===== config.mk =====
export PLATFORM = sky130hd
export DESIGN_NAME = loop_scan_sequencer
export DESIGN_NICKNAME = d
export VERILOG_FILES = /design/src/rtl/loop_scan_sequencer_pkg.sv /design/src/rtl/loop_scan_sequencer.sv
export SDC_FILE = /design/constraint.sdc
export NUM_CORES = 1
export LEC_CHECK = 0
export CAP_MARGIN = 20
export CELL_PAD_IN_SITES_DETAIL_PLACEMENT = 1
export CELL_PAD_IN_SITES_GLOBAL_PLACEMENT = 2
export CORE_UTILIZATION = 25
export DETAILED_ROUTE_END_ITERATION = 6
export DONT_BUFFER_PORTS = 1
export GPL_ROUTABILITY_DRIVEN = 0
export HOLD_SLACK_MARGIN = 0.03
export MAX_ROUTING_LAYER = met4
export PLACE_DENSITY = 0.6
export SKIP_CTS_REPAIR_TIMING = 1
export SLEW_MARGIN = 20
export SYNTH_ARGS = -nofsm -noshare
export SYNTH_HDL_FRONTEND = slang
export SYNTH_SLANG_ARGS = --single-unit
export TNS_END_PERCENT = 1

===== constraint.sdc =====
create_clock -name clk -period 6.82 [get_ports clk]
set_clock_uncertainty 0.15 [all_clocks]
set_input_delay 1.705 -clock clk [delete_from_list [all_inputs] [get_ports clk]]
set_output_delay 1.705 -clock clk [all_outputs]
set_load 0.005 [all_outputs]

===== src/rtl/loop_scan_sequencer_pkg.sv =====
// Shared definitions for the BeeF loop-bracket scan sequencer: opcodes,
// PC step requests, scan FSM states and a bracket-role helper.
package loop_scan_sequencer_pkg;

    localparam int PC_WIDTH_DEFAULT    = 16;
    localparam int DEPTH_WIDTH_DEFAULT = 8;

    typedef enum logic [3:0] {
        NOP = 4'd0,
        INC = 4'd1,
        DEC = 4'd2,
        MVR = 4'd3,
        MVL = 4'd4,
        OUT = 4'd5,
        INP = 4'd6,
        LPO = 4'd7,
        LPC = 4'd8,
        HLT = 4'd9
    } op_code;

    typedef enum logic [1:0] {
        STEP_NONE = 2'd0,
        STEP_FWD  = 2'd1,
        STEP_BWD  = 2'd2
    } PC_STEP;

    typedef enum logic [2:0] {
        IDLE  = 3'd0,
        STEP  = 3'd1,
        WAIT  = 3'd2,
        MATCH = 3'd3,
        ERR   = 3'd4
    } SCAN_STATE;

    // Bracket that nests deeper in the given scan direction (0 fwd, 1 bwd).
    function automatic op_code opener_of(input logic dir);
        return dir ? LPC : LPO;
    endfunction

    function automatic op_code closer_of(input logic dir);
        return dir ? LPO : LPC;
    endfunction

endpackage


===== src/rtl/loop_scan_sequencer.sv =====
// Steps the PC across a loop body to the matching bracket, stalling the
// control unit meanwhile and tracking nesting depth.
//
// state | meaning
// IDLE  | watching for a taken '[' (cell zero) or ']' (cell nonzero)
// STEP  | boundary check, then request one PC step in scan direction
// WAIT  | wait for the opcode at the stepped PC and classify it
// MATCH | matching bracket found; final forward step past it
// ERR   | unmatched bracket or depth overflow; held until reset
module loop_scan_sequencer
    import loop_scan_sequencer_pkg::*;
#(
    parameter int PC_WIDTH    = PC_WIDTH_DEFAULT,
    parameter int DEPTH_WIDTH = DEPTH_WIDTH_DEFAULT
) (
    input  logic                   clk,
    input  logic                   rst_n,
    input  op_code                 instruction,
    input  logic                   instr_valid,
    input  logic                   cell_zero,
    input  logic [PC_WIDTH-1:0]    pc,
    output PC_STEP                 pc_step,
    output logic                   stalling,
    output logic                   scan_dir,
    output logic [DEPTH_WIDTH-1:0] depth,
    output logic                   scan_done,
    output logic                   scan_error
);

    SCAN_STATE              state, state_nxt;
    PC_STEP                 pc_step_nxt;
    logic                   stalling_nxt;
    logic                   scan_dir_nxt;
    logic [DEPTH_WIDTH-1:0] depth_nxt;
    logic                   scan_done_nxt;
    logic                   scan_error_nxt;

    logic fwd_trigger, bwd_trigger, at_limit, fetch_ready;

    // scan_done high means we are in the cycle right after MATCH: the opcode
    // on the bus is still the matched bracket, so it must not re-trigger.
    assign fwd_trigger = instr_valid && !scan_done && (instruction == LPO) && cell_zero;
    assign bwd_trigger = instr_valid && !scan_done && (instruction == LPC) && !cell_zero;
    assign at_limit    = scan_dir ? (pc == '0) : (pc == '1);
    // While a step is still visible the PC has not moved yet; ignore the bus.
    assign fetch_ready = instr_valid && (pc_step == STEP_NONE);

    always_comb begin
        state_nxt      = state;
        pc_step_nxt    = STEP_NONE;
        stalling_nxt   = stalling;
        scan_dir_nxt   = scan_dir;
        depth_nxt      = depth;
        scan_done_nxt  = 1'b0;
        scan_error_nxt = scan_error;

        case (state)
            IDLE: begin
                if (fwd_trigger || bwd_trigger) begin
                    scan_dir_nxt = bwd_trigger;
                    depth_nxt    = '0;
                    stalling_nxt = 1'b1;
                    state_nxt    = STEP;
                end
            end
            STEP: begin
                if (at_limit) begin
                    scan_error_nxt = 1'b1;
                    state_nxt      = ERR;
                end else begin
                    pc_step_nxt = scan_dir ? STEP_BWD : STEP_FWD;
                    state_nxt   = WAIT;
                end
            end
            WAIT: begin
                if (fetch_ready) begin
                    if (instruction == opener_of(scan_dir)) begin
                        if (depth == '1) begin
                            scan_error_nxt = 1'b1;
                            state_nxt      = ERR;
                        end else begin
                            depth_nxt = depth + DEPTH_WIDTH'(1);
                            state_nxt = STEP;
                        end
                    end else if (instruction == closer_of(scan_dir)) begin
                        if (depth == '0) begin
                            state_nxt = MATCH;
                        end else begin
                            depth_nxt = depth - DEPTH_WIDTH'(1);
                            state_nxt = STEP;
                        end
                    end else begin
                        state_nxt = STEP;
                    end
                end
            end
            MATCH: begin
                // Forward step in both directions lands just past the bracket.
                pc_step_nxt   = STEP_FWD;
                scan_done_nxt = 1'b1;
                stalling_nxt  = 1'b0;
                depth_nxt     = '0;
                state_nxt     = IDLE;
            end
            ERR: begin
                stalling_nxt   = 1'b1;
                scan_error_nxt = 1'b1;
            end
            default: begin
                state_nxt = IDLE;
            end
        endcase
    end

    always_ff @(posedge clk or negedge rst_n) begin
        if (!rst_n) begin
            state      <= IDLE;
            pc_step    <= STEP_NONE;
            stalling   <= 1'b0;
            scan_dir   <= 1'b0;
            depth      <= '0;
            scan_done  <= 1'b0;
            scan_error <= 1'b0;
        end else begin
            state      <= state_nxt;
            pc_step    <= pc_step_nxt;
            stalling   <= stalling_nxt;
            scan_dir   <= scan_dir_nxt;
            depth      <= depth_nxt;
            scan_done  <= scan_done_nxt;
            scan_error <= scan_error_nxt;
        end
    end

endmodule


==> flow_metrics.tcl, run 1 <==
set metrics [dict create \
    synth_common_cells "18 x nor2_1, 17 x dfrtp_1, 10 x o21ai_0" \
    fin_nets 168 \
    rsz0062_at_grt "false" \
    antenna_found_initial 0 \
    grt_overflow_total 0 \
    clk_latency_ns 0.26 \
    max_freq_mhz 227 \
    fin_crit_ns 4.40 \
    setup_tns_ns 0 \
    post-synth-top-count-cell "nor2_1" \
    vias 1046 \
    cts_sinks 17 \
    peakVddDrop_mv 0.132 \
    yosys.area.top_type "dfrtp_1" \
    maxCapViolations 0 \
    path_buf_inv 0 \
    cp.required_ns 6.82 \
    ys_seq_elements 17 \
    seq_area_frac_synth 0.340 \
    slowest_delay_ns 0.63 \
    synthTopCellsByArea "dfrtp_1 34%, ha_1 6.0%, mux2_4 6.0%" \
    async_reset_ff_frac 1.00 \
    die_height_um 72.7 \
    row_count 25 \
    yosys_warnings 0 \
    p_leak_nw 0.608 \
    drtAntennaViolNets 0 \
    critPathKind "input pin to flip-flop" \
    route.detailed.drc 0 \
    grt_max_degree 18 \
    worst_pin_slew_ns 0.767 \
    clk_pin_slew_ns 0.08 \
    dr.pass1.iters 4 \
    via_per_inst 5.15 \
    coreArea_mm2 0.00475 \
    ys.flop_type "dfrtp_1" \
    cp-end-kind "flip-flop" \
    setup_ws_ns 2.42 \
    cpMaxStageDelayCell "or4b_1" \
    drive_above_1_share 0.125 \
    io_pins 38 \
    netlist.area_leader.share 0.340 \
    syn_nets 167 \
    synth_edf_count 0 \
    synth.distinct_cells 44 \
    wl_per_cell_um 16.4 \
    root_buffer "clkbuf_8" \
    setup_violations 0 \
    syn_area_per_cell_um2 9.19 \
    wl_um 3340 \
    critPathTopFamily "simple AND/OR/NAND/NOR gates" \
    synth_cells 136 \
    worstPathArrival_ns 4.40 \
    status "completed" \
    cp_cell_sequence "or4b_1 -> mux2_4 -> ha_1 -> and3_1 -> a221o_1 -> o41ai_1 -> xnor2_1 -> and3_2 -> a21o_1" \
    start_util 0.263 \
    fillers 574 \
    hpwlAfterDp_um 2580 \
    synth_area_mm2 0.00125 \
    h-tree-depth 1 \
    grt_pass1_wl_um 5560 \
    min_period_over_period 0.645 \
    cp_max_fo 10 \
    finalMaxSlewViolations 0 \
    hp-class "flip-flop to flip-flop" \
    die_x_um 72.7 \
    syn2layout_area_growth_pct 8.71 \
    antenna_cells 0 \
    die_area_mm2 0.00529 \
    startpoint_type "input pin" \
    grt_pass1_vias 1092 \
    p_per_area_mw_per_mm2 380 \
    cts_buffers 3 \
    clk_path_buf_depth 2 \
    dpl_worst_slack_ns 2.13 \
    maxSlewHeadroom 0.487 \
    port_buffers 0 \
    drtIter0Drc 30 \
    finalHoldViolations 0 \
    tritoncts "done" \
    gr-usage-all-layers 0.144 \
]
==> state kept, by name, indices dropped and copies added, names as in the netlist <==
signal      flops
pc_step         2
scan_done       1
stalling        1
state           3
depth           8
scan_error      1
scan_dir        1
==> placed cells by master, fill, tap and decap left out, types with 2 or more instances in the layout <==
master	Yosys	routed
mux2i_1	2	2
nor2_1	18	18
mux2_4	5	5
a21oi_1	4	4
xor2_1	2	2
nor3_1	5	5
nor2b_1	2	2
dfrtp_1	17	17
nor4_1	5	5
nand2_1	6	6
clkbuf_8	0	3
ha_1	6	6
or3_1	2	2
o21ai_0	10	10
nand2b_1	2	2
and3_1	3	3
nand4_1	8	8
nand3b_1	2	2
a21o_1	3	3
o41ai_1	2	2
inv_1	6	6
==> through the flow <==
step / instances / instance area (um2) / util / hold WS (ns) / power (mW)
CTS: 203 / 1360 / 0.286 / 0.356 / 0.526
finish: 203 / 1360 / 0.286 / 0.350 / 0.517
global placement: 199 / 1310 / 0.276 / 0.335 / 0.434
global route: 203 / 1360 / 0.286 / 0.380 / 0.565
floorplan: 136 / 1250 / - / 0.315 / 0.383
detailed placement: 199 / 1310 / 0.276 / 0.338 / 0.441
==> layout make-up <==
type	instances	area [um2]	share of cell area
Clock buffer	3	41.3	0.0304
Clock inverter	1	5.00	0.00368
Inverter	6	22.5	0.0166
Multi-Input combinational cell	108	773	0.569
Sequential cell	17	425	0.313
Tap cell	67	83.8	0.0617
Timing Repair Buffer	1	7.51	0.00552
==> final timing paths <==
path / from / to / slack (ns) / cells past startpoint
min in group asynchronous: rst_n / stalling$_DFFE_PN0P_ / 0.98 / 0
worst max-delay path: instruction[0] / depth[7]$_DFFE_PN0P_ / 2.42 / 9
worst min register to register: scan_error$_DFFE_PN0P_ / scan_error$_DFFE_PN0P_ / 0.35 / 1
worst max register to register: scan_dir$_DFFE_PN0P_ / depth[7]$_DFFE_PN0P_ / 3.82 / 9
max in group asynchronous: rst_n / depth[3]$_DFFE_PN0P_ / 5.46 / 0
worst min-delay path: scan_error$_DFFE_PN0P_ / scan_error$_DFFE_PN0P_ / 0.35 / 1
==> logic make-up (layout without fill, tap and decap cells) <==
family          count (synthesis)  in the layout  synth area share
simple gates                   65             65             0.294
buf+inv                        11             11            0.0410
flops                          17             17             0.340
fa+ha+maj                       7              7            0.0761
xor+xnor                        3              3            0.0210
mux                             7              7            0.0761
compound gates                 26             26             0.151
==> worst register-to-register path, stage by stage, from the launching register on <==
cell	delay, ns
dfrtp_1	0.51
inv_1	0.16
mux2_4	0.40
ha_1	0.34
and3_1	0.20
a221o_1	0.34
o41ai_1	0.30
xnor2_1	0.13
and3_2	0.20
a21o_1	0.14
==> layer usage <==
layer  vias up  routed length, um  share of wire  global-route usage
li1        505                  -              -                   -
met4         0                 31         0.0093              0.0327
met2        23               1690           0.51               0.239
met3         2                150          0.045              0.0387
met5         -                  0              0                   -
met1       516               1460           0.44               0.175
==> power by group <==
part	internal [mW]	leakage, nW	switching [mW]	total [mW]
registers	0.128	0.216	0.0437	0.172
logic	0.123	0.367	0.141	0.264
clock network	0.0406	0.0255	0.0399	0.0805
No activity file was read; power rests on OpenSTA's default activity.
==> run 2: changes to the inputs <==
--- a/config.mk
+++ b/config.mk
@@ -14,7 +14,7 @@
 export GPL_ROUTABILITY_DRIVEN = 0
 export HOLD_SLACK_MARGIN = 0.03
 export MAX_ROUTING_LAYER = met4
-export PLACE_DENSITY = 0.6
+export PLACE_DENSITY = 0.62
 export SKIP_CTS_REPAIR_TIMING = 1
 export SLEW_MARGIN = 20
 export SYNTH_ARGS = -nofsm -noshare
==> constraint.sdc (replaced) <==
create_clock -name clk -period 3.8 [get_ports clk]
set_clock_uncertainty 0.15 [all_clocks]
set_input_delay 0.95 -clock clk [delete_from_list [all_inputs] [get_ports clk]]
set_output_delay 0.95 -clock clk [all_outputs]
set_load 0.005 [all_outputs]
==> run 2 against run 1 <==
Net effect:
- critical path type unchanged
- clock power rose by 76%
- combinational power rose by 85%
- global-route usage shrank 0.19 points
- die area stayed put
==> flow_metrics.tcl, run 2 (synthesis gave the netlist of run 1 again) <==
set metrics [dict create \
    status "completed" \
    critPathKind "input pin to flip-flop" \
    placed_cells 203 \
    whs_ns 0.231 \
    drtIter0Drc 61 \
    grt_overflow_total 0 \
    drive_above_1_share 0.143 \
    p_leak_nw 0.623 \
    cp-end-kind "flip-flop" \
    io_pins 38 \
    multi_input_area_um2 773 \
    fin_nets 172 \
    rr_endpoint "depth[7]$_DFFE_PN0P_" \
    finalHoldViolations 0 \
    start_util 0.263 \
    grt_max_degree 18 \
    setup_tns_ns 0 \
    cp_max_fo 8 \
    cts_buffers 3 \
    fin_crit_ns 3.57 \
    via_per_inst 5.29 \
    finalMaxSlewViolations 0 \
    reg.largest.list "depth x8, state x3, pc_step x2" \
    largest_register_ffs 8 \
    worstPathArrival_ns 3.57 \
    clk_pin_slew_ns 0.07 \
    final_cell_mix "18 x nor2_1, 17 x dfrtp_1, 10 x o21ai_0, 8 x nand4_1" \
    clk_path_buf_depth 2 \
    syn2layout_area_growth_pct 11.0 \
    die_height_um 72.7 \
    reg2regPathDepth 9 \
    row_count 25 \
    port_buffers 0 \
    p_total_mw 0.943 \
    root_buffer "clkbuf_8" \
    p_per_area_mw_per_mm2 680 \
    fin_util 0.292 \
    vias 1095 \
    peakVddDrop_mv 0.172 \
    worst_pin_slew_ns 0.639 \
    dr.pass1.iters 5 \
    regArea_um2 425 \
    maxCapViolations 0 \
    maxSlewHeadroom 0.573 \
    wl_per_cell_um 16.6 \
    fillers 577 \
    min_period_over_period 0.940 \
    stdcell_count 207 \
    hpwlAfterDp_um 2700 \
    h-tree-depth 1 \
    startpoint_type "input pin" \
    wl_um 3450 \
    r2r-start "scan_dir$_DFFE_PN0P_" \
    coreArea_mm2 0.00475 \
    gr-usage-all-layers 0.142 \
    antenna_cells 0 \
    die_x_um 72.7 \
    setup_violations 0 \
    die_area_mm2 0.00529 \
    top_register "depth" \
    max_freq_mhz 280 \
    cp.required_ns 3.80 \
    route.detailed.drc 0 \
    r2r_slack_ns 0.73 \
    grt_pass1_wl_um 5570 \
    tritoncts "done" \
    hp-class "input pin to asynchronous set/reset pin" \
    rsz0062_at_grt "false" \
    clk_latency_ns 0.26 \
    grt_pass1_vias 1175 \
    cts_sinks 17 \
    drtAntennaViolNets 0 \
    mostFrequentLayoutCell "nor2_1" \
    antenna_found_initial 0 \
]
## run 2: changes by cell type in the layout (fill, tap and decap cells not counted), sizes merged
cell	change
buf	+4
clkbuf	+1
clkinv	-1
## run 2: how the worst max path moves through the flow
stage	from	end	slack (ns)	cells past startpoint
after global routing	instruction[0]	depth[7]$_DFFE_PN0P_	0.07	9
after global placement	instruction[0]	depth[7]$_DFFE_PN0P_	0.03	9
after floorplan	instruction[0]	depth[7]$_DFFE_PN0P_	0.06	10
after detailed placement	instruction[0]	depth[7]$_DFFE_PN0P_	-0.02	9
final	instruction[0]	depth[7]$_DFFE_PN0P_	0.23	9
after CTS	instruction[0]	depth[7]$_DFFE_PN0P_	0.24	9
## run 2: critical path, stage by stage
cell and delay, ns:
or4b_1 0.55, mux2_4 0.36, ha_1 0.34, and3_1 0.20
a221o_1 0.35, o41ai_1 0.32, xnor2_1 0.15, and3_2 0.21
a21o_1 0.15
## run 2: final cells by class
class	count	share of cell area
Multi-Input combinational cell	108	0.557
Sequential cell	17	0.307
Tap cell	67	0.0604
Clock buffer	4	0.0325
Timing Repair Buffer	5	0.0271
Inverter	6	0.0162
## run 2: stage by stage
| step | setup slack (ns) | instance area, um2 |
|---|---|---|
| finish | 0.229 | 1390 |
| global route | 0.0691 | 1390 |
| CTS | 0.239 | 1390 |
| detailed placement | -0.0182 | 1340 |
| global placement | 0.0304 | 1340 |
| floorplan | 0.0562 | 1250 |
## run 2: layer usage
| metal | track usage | up-vias | part of all wire |
|---|---|---|---|
| met5 | - | - | 0 |
| li1 | - | 517 | - |
| met2 | 0.226 | 31 | 0.47 |
| met3 | 0.0276 | 5 | 0.054 |
| met4 | 0.0523 | 0 | 0.016 |
| met1 | 0.179 | 542 | 0.46 |
## run 2: where the power goes
| part | switching, mW | internal, mW | leakage, nW | total (mW) |
|---|---|---|---|---|
| Clock | 0.0677 | 0.0746 | 0.0228 | 0.142 |
| Combinational | 0.257 | 0.232 | 0.385 | 0.489 |
| Sequential | 0.0818 | 0.230 | 0.216 | 0.312 |
| Total | 0.406 | 0.537 | 0.623 | 0.943 |
